### src/rtl/ws2812_pkg.sv
// rtl/ws2812_pkg.sv - shared state encoding, timing helper and GRB field offsets
package ws2812_pkg;

  typedef enum logic [1:0] {IDLE, FETCH, SEND, LATCH} state_t;

  localparam int G_LSB = 16;
  localparam int R_LSB = 8;
  localparam int B_LSB = 0;

  function automatic int cycles_from_ns(input longint clk_hz, input longint ns);
    return int'((clk_hz / longint'(1_000_000)) * ns / longint'(1000));
  endfunction

endpackage

### src/rtl/ws2812_bit_cell.sv
// rtl/ws2812_bit_cell.sv - one WS2812 bit period: high phase by bit value, cell_end on last cycle
module ws2812_bit_cell #(
  parameter int T0H     = 20,
  parameter int T1H     = 40,
  parameter int BIT_LEN = 62,
  localparam int CW     = $clog2(BIT_LEN)
) (
  input  logic clk,
  input  logic resetn,
  input  logic load,
  input  logic run,
  input  logic bit_val,
  output logic high,
  output logic cell_end
);

  logic [CW-1:0] cnt;

  assign cell_end = run && (cnt == CW'(BIT_LEN - 1));
  assign high     = run && (cnt < (bit_val ? CW'(T1H) : CW'(T0H)));

  always_ff @(posedge clk) begin
    if (!resetn) begin
      cnt <= '0;
    end else if (load || cell_end) begin
      cnt <= '0;
    end else if (run) begin
      cnt <= cnt + CW'(1);
    end
  end

endmodule

### src/rtl/ws2812_chain_driver.sv
// rtl/ws2812_chain_driver.sv - streams NUM_LEDS brightness-scaled GRB pixels onto a WS2812B line
module ws2812_chain_driver
  import ws2812_pkg::*;
#(
  parameter int CLK_HZ   = 50_000_000,
  parameter int NUM_LEDS = 8,
  parameter int T0H_NS   = 400,
  parameter int T1H_NS   = 800,
  parameter int BIT_NS   = 1250,
  parameter int LATCH_US = 300,
  localparam int ADDR_W  = (NUM_LEDS > 1) ? $clog2(NUM_LEDS) : 1
) (
  input  logic              CLOCK_50,
  input  logic              KEY0,
  input  logic              start,
  input  logic [7:0]        bright,
  output logic [ADDR_W-1:0] pix_addr,
  input  logic [23:0]       pix_grb,
  output logic              busy,
  output logic              done,
  output logic              out
);

  localparam int T0H_C   = cycles_from_ns(longint'(CLK_HZ), longint'(T0H_NS));
  localparam int T1H_C   = cycles_from_ns(longint'(CLK_HZ), longint'(T1H_NS));
  localparam int BIT_C   = cycles_from_ns(longint'(CLK_HZ), longint'(BIT_NS));
  localparam int LATCH_C = cycles_from_ns(longint'(CLK_HZ), longint'(LATCH_US) * 1000);
  localparam int LW      = $clog2(LATCH_C + 1);

  if (!(T0H_C < T1H_C && T1H_C < BIT_C)) begin : g_bad_timing
    $error("ws2812_chain_driver: need T0H < T1H < BIT in clock cycles");
  end

  function automatic logic [7:0] scale8(input logic [7:0] c, input logic [7:0] b);
    return 8'(({9'd0, c} * ({9'd0, b} + 17'd1)) >> 8);
  endfunction

  function automatic logic [23:0] scale_grb(input logic [23:0] px, input logic [7:0] b);
    return {scale8(px[G_LSB +: 8], b), scale8(px[R_LSB +: 8], b), scale8(px[B_LSB +: 8], b)};
  endfunction

  state_t            state, state_nx;
  logic [23:0]       shift_q;
  logic [4:0]        bit_cnt;
  logic [ADDR_W-1:0] pix_cnt;
  logic [ADDR_W-1:0] addr_nx;
  logic [7:0]        bright_q;
  logic [LW-1:0]     latch_cnt;
  logic              cell_high, cell_end, last_bit, last_pix, latch_end, load_cell;

  assign last_bit  = cell_end && (bit_cnt == 5'd0);
  assign last_pix  = (pix_cnt == ADDR_W'(NUM_LEDS - 1));
  // one extra LATCH cycle absorbs the registered-output offset on out
  assign latch_end = (latch_cnt == LW'(LATCH_C));
  assign addr_nx   = (pix_addr == ADDR_W'(NUM_LEDS - 1)) ? '0 : pix_addr + ADDR_W'(1);
  assign busy      = (state != IDLE);

  ws2812_bit_cell #(
    .T0H    (T0H_C),
    .T1H    (T1H_C),
    .BIT_LEN(BIT_C)
  ) u_bit_cell (
    .clk     (CLOCK_50),
    .resetn  (KEY0),
    .load    (load_cell),
    .run     (state == SEND),
    .bit_val (shift_q[23]),
    .high    (cell_high),
    .cell_end(cell_end)
  );

  always_ff @(posedge CLOCK_50) begin
    if (!KEY0) state <= IDLE;
    else       state <= state_nx;
  end

  always_comb begin
    state_nx  = state;
    load_cell = 1'b0;
    case (state)
      IDLE:    if (start) state_nx = FETCH;
      FETCH:   begin state_nx = SEND; load_cell = 1'b1; end
      SEND:    if (last_bit && last_pix) state_nx = LATCH;
      LATCH:   if (latch_end) state_nx = IDLE;
      default: state_nx = IDLE;
    endcase
  end

  always_ff @(posedge CLOCK_50) begin
    if (!KEY0) begin
      pix_addr  <= '0;
      pix_cnt   <= '0;
      bit_cnt   <= '0;
      shift_q   <= '0;
      bright_q  <= '0;
      latch_cnt <= '0;
      done      <= 1'b0;
      out       <= 1'b0;
    end else begin
      done <= 1'b0;
      out  <= cell_high;
      case (state)
        IDLE: if (start) begin
          bright_q <= bright;
          pix_addr <= '0;
          pix_cnt  <= '0;
        end
        FETCH: begin
          shift_q  <= scale_grb(pix_grb, bright_q);
          bit_cnt  <= 5'd23;
          pix_addr <= addr_nx;
        end
        SEND: begin
          latch_cnt <= '0;
          // next pixel loads on the final cycle of bit 0 so cells stay contiguous
          if (cell_end && bit_cnt != 5'd0) begin
            shift_q <= shift_q << 1;
            bit_cnt <= bit_cnt - 5'd1;
          end else if (last_bit && !last_pix) begin
            shift_q  <= scale_grb(pix_grb, bright_q);
            bit_cnt  <= 5'd23;
            pix_addr <= addr_nx;
            pix_cnt  <= pix_cnt + ADDR_W'(1);
          end
        end
        LATCH: begin
          latch_cnt <= latch_cnt + LW'(1);
          if (latch_end) done <= 1'b1;
        end
        default: ;
      endcase
    end
  end

endmodule

### config.mk
export PLATFORM = sky130hd
export DESIGN_NAME = ws2812_chain_driver
export DESIGN_NICKNAME = d
export VERILOG_FILES = /design/src/rtl/ws2812_pkg.sv /design/src/rtl/ws2812_bit_cell.sv /design/src/rtl/ws2812_chain_driver.sv
export SDC_FILE = /design/constraint.sdc
export NUM_CORES = 1
export LEC_CHECK = 0
export ABC_AREA = 1
export BUFFER_PORTS_ARGS = -buffer_cell sky130_fd_sc_hd__buf_4
export CAP_MARGIN = 20
export CORE_MARGIN = 3
export CORE_UTILIZATION = 47
export CTS_CLUSTER_DIAMETER = 100
export DETAILED_ROUTE_END_ITERATION = 16
export GPL_ROUTABILITY_DRIVEN = 0
export PLACE_DENSITY_LB_ADDON = 0.2
export SKIP_CTS_REPAIR_TIMING = 1
export SLEW_MARGIN = 20
export SYNTH_ARGS = -nofsm -noshare
export SYNTH_HDL_FRONTEND = slang
export SYNTH_SLANG_ARGS = --single-unit
### constraint.sdc
create_clock -name CLOCK_50 -period 10.57 [get_ports CLOCK_50]
set_clock_uncertainty 0.1 [all_clocks]
set_input_delay 1.5855 -clock CLOCK_50 [delete_from_list [all_inputs] [get_ports CLOCK_50]]
set_output_delay 1.5855 -clock CLOCK_50 [all_outputs]
set_load 0.01 [all_outputs]
==> run_results.csv <==
group,metric,value,unit
floorplanning,dieWidth,154,um
synth,syn_area_per_cell,6.97,sq um
detailed_routing,drt_wl_total,24.6,mm
place,place_hpwl,19.5,mm
sta,fmax,173,MHz
critical_path,crit_required,10660,ps
sta,timing.final.crit_share,0.548,
status,outcome,"finished, final reports clean",
synth,synthSimpleGateAreaFrac,0.271,
synth,synth.distinct_cells,45,
synth,synthAdderAreaFrac,0.374,
hold_path,hold_end,"shift_q[17]$_SDFFE_PN0P_",
synth,postSynth.asyncResetShare,0,
clocking,cts_tree,"done",
global_routing,grt_usage,0.217,
synth,synth_flop_cell,"dfxtp_1",
global_routing,use_met2,0.371,
synth,synthTopCellsByCount,"344 x nand2_1, 293 x inv_1, 228 x nor2_1",
final_layout,antenna_cells,0,
place,portBuffers,40,
detailed_routing,drtIter0Drc,573,
critical_path,cp-start-kind,"flip-flop",
synth,synth_compound_area_frac,0.0878,
clocking,root_buffer,"clkbuf_16",
final_layout,nFillCells,2150,
synth,syn-num-nets,1737,
final_layout,nets,1763,
clocking,cts_buffers,9,
critical_path,setup.worst_path.class,"flip-flop to flip-flop",
critical_path,path_buf_inv,3,
hold_path,hp-start,"shift_q[17]$_SDFFE_PN0P_",
synth,synth_edf_count,0,
clocking,cts_buffer_depth,2,
detailed_routing,viasPerCell,5.09,
synth,synth_top_family_by_area,"adder cells",
hold_path,hp-class,"flip-flop to flip-flop",
job,maxCapViolations,0,
sta,layout_min_cycle_time,5790,ps
global_routing,overflow,0,
critical_path,cp_slowest_cell,"nand2_1",
global_routing,grt_pass1_vias,9028,
clocking,clk_transition_reported_paths,60,ps
floorplanning,start_util,0.482,
critical_path,worstPathMaxFanout,19,
synth,ys_ff_latch,67,
sta,drv_slew,0,
floorplanning,die_area,23600,sq um
power,design_power_total,3.00,mW
critical_path,reg2reg_slack,4780,ps
critical_path,r2r_start,"bright_q[1]$_SDFFE_PN0P_",
critical_path,path_common_cell,"nand2_1",
sta,setup_violations,0,
synth,syn_area,10200,sq um
detailed_routing,first_pass_iters,5,
synth,synth_top_area_cell,"fa_1",
synth,synth-xor-area-share,0.00685,
power,power_leakage,6.08,nW
critical_path,critPathMaxStageDelay,520,ps
floorplanning,die_y,154,um
global_routing,grt_start_max_net_pins,34,
sta,tightest_slew,879,ps
global_routing,grt_use_met1,0.292,
global_routing,grt_pass1_wl,42.7,mm
critical_path,timing.rr.end,"shift_q[15]$_SDFFE_PN0P_",
sta,rsz0062_at_grt,"false",
power,irDropWorstVdd,121,uV
critical_path,cp-end-kind,"flip-flop",
global_routing,grt_busiest_layer,"met2",
hold_path,holdPathStages,2,
floorplanning,num_io_pins,41,
floorplanning,rows,53,
critical_path,reg2reg_depth,21,
synth,yosysMostFrequentCell,"nand2_1",
clocking,clk-insertion-delay-late,330,ps
detailed_routing,drc_errors,0,
global_routing,antenna_found_initial,0,
floorplanning,core-area,21200,sq um
synth,yosysWarnings,0,
critical_path,cpLargestDelayFamily,"adder cells",
sta,setup_tns,0,ps
power,p_per_area,272,nW/um^2
final_layout,drive_gt1_frac,0.0660,
synth,post_synth_mux_area_share,0,
detailed_routing,vias,9034,
detailed_routing,postRouteAntennaNets,0,
global_routing,use_met3,0.0253,
critical_path,crit_chain,"ha_1 > nand2_1 > nor2_1 > inv_1 > o21ai_0 > nand2_1 > inv_1 > nand2_1 > fa_1 > inv_1 > fa_1 > fa_1 > ha_1 > ha_1 > nand2_1 > nor4_1 > nand2_1 > nand3_1 > nand3_1 > nand2_1 > a21oi_1",
synth,seq_area_frac_synth,0.131,
synth,synthCells,1468,
synth,synth_top_area_frac,0.235,
clocking,h-tree-depth,3,
detailed_routing,wl_per_cell,13.9,um
final_layout,syn_to_final_growth,7.79,%
critical_path,cp.arrival,5880,ps
clocking,clock-sinks,67,
sta,maxSlewHeadroom,0.412,
synth,synth_area_leaders,"fa_1 23%, ha_1 14%, dfxtp_1 13%",
sta,finalHoldViolations,0,
[worst max path at each step]
stage	from	end	depth (start not counted)
after floorplan	pix_grb[6]	shift_q[5]$_SDFFE_PN0P_	18
after global placement	bright_q[1]$_SDFFE_PN0P_	shift_q[15]$_SDFFE_PN0P_	21
after detailed placement	bright_q[1]$_SDFFE_PN0P_	shift_q[15]$_SDFFE_PN0P_	21
after CTS	bright_q[1]$_SDFFE_PN0P_	shift_q[15]$_SDFFE_PN0P_	21
after global routing	bright_q[1]$_SDFFE_PN0P_	shift_q[14]$_SDFFE_PN0P_	23
final	bright_q[1]$_SDFFE_PN0P_	shift_q[15]$_SDFFE_PN0P_	21
[layer usage]
metal,up-vias,routed length (um)
met5,-,0
met4,0,497
met3,44,1170
met2,210,11700
met1,4242,11300
li1,4538,-
[layout by cell type, fill, tap and decap left out, drive strengths merged, types with 3 or more instances in the layout]
cell and instances:
a21o 3, a21oi 81, a22oi 3, buf 46, clkbuf 10, clkinv 5
dfxtp 67, fa 120, ha 114, inv 301, nand2 347, nand3 69
nand4 6, nor2 232, nor3 9, nor3b 3, nor4 5, o211ai 7
o21a 4, o21ai 41, or2 3, xnor2 4, xor2 4
[logic make-up (layout without fill, tap and decap cells)]
family                   Yosys count  count (layout)
AND/OR/NAND/NOR                  678             678
XOR/XNOR                           8               8
AO/OA/AOI/OAI                    149             149
buffers and inverters            332             363
flip-flops                        67              67
adder cells (fa/ha/maj)          234             234
[state kept, by name, summed over array words and instances (netlist names), 2 cells and up]
name,flops
bit_cnt,5
bright_q,8
latch_cnt,14
pix_addr,3
pix_cnt,3
shift_q,24
state,2
u_bit_cell.cnt,6
[power breakdown]
| group | switching, mW | total [mW] | internal, mW |
|---|---|---|---|
| clock | 0.114 | 0.303 | 0.189 |
| combinational | 1.52 | 2.36 | 0.840 |
| sequential | 0.0325 | 0.338 | 0.305 |
[worst register-to-register path: cells and delay by family (launching register included)]
kind	cells	cell delay, ps
AND/OR/NAND/NOR	10	1890
adder cells (fa/ha/maj)	6	2440
buffers and inverters	3	650
flip-flops	1	360
AO/OA/AOI/OAI	2	210
[metrics by stage]
stage | cells | utilization | cell area (sq um) | setup slack, ps | hold slack [ps]
3_3_place_gp | 1758 | 0.505 | 10700 | 4770 | 354
6_report | 1774 | 0.520 | 11000 | 4780 | 370
5_1_grt | 1774 | 0.520 | 11000 | 4330 | 389
3_5_place_dp | 1758 | 0.505 | 10700 | 4830 | 362
2_1_floorplan | 1468 | - | 10200 | 5350 | 338
4_1_cts | 1774 | 0.520 | 11000 | 4810 | 370
[area by class of cell]
| type | instances | area [sq um] | area share |
|---|---|---|---|
| multi-input combinational | 1069 | 7560 | 0.686 |
| timing repair buffer | 46 | 345 | 0.0313 |
| clock inverter | 6 | 62.6 | 0.00567 |
| inverter | 301 | 1130 | 0.102 |
| clock buffer | 10 | 239 | 0.0217 |
| tap | 275 | 344 | 0.0312 |
| sequential | 67 | 1340 | 0.122 |
Power figures use the tool's default switching activity.
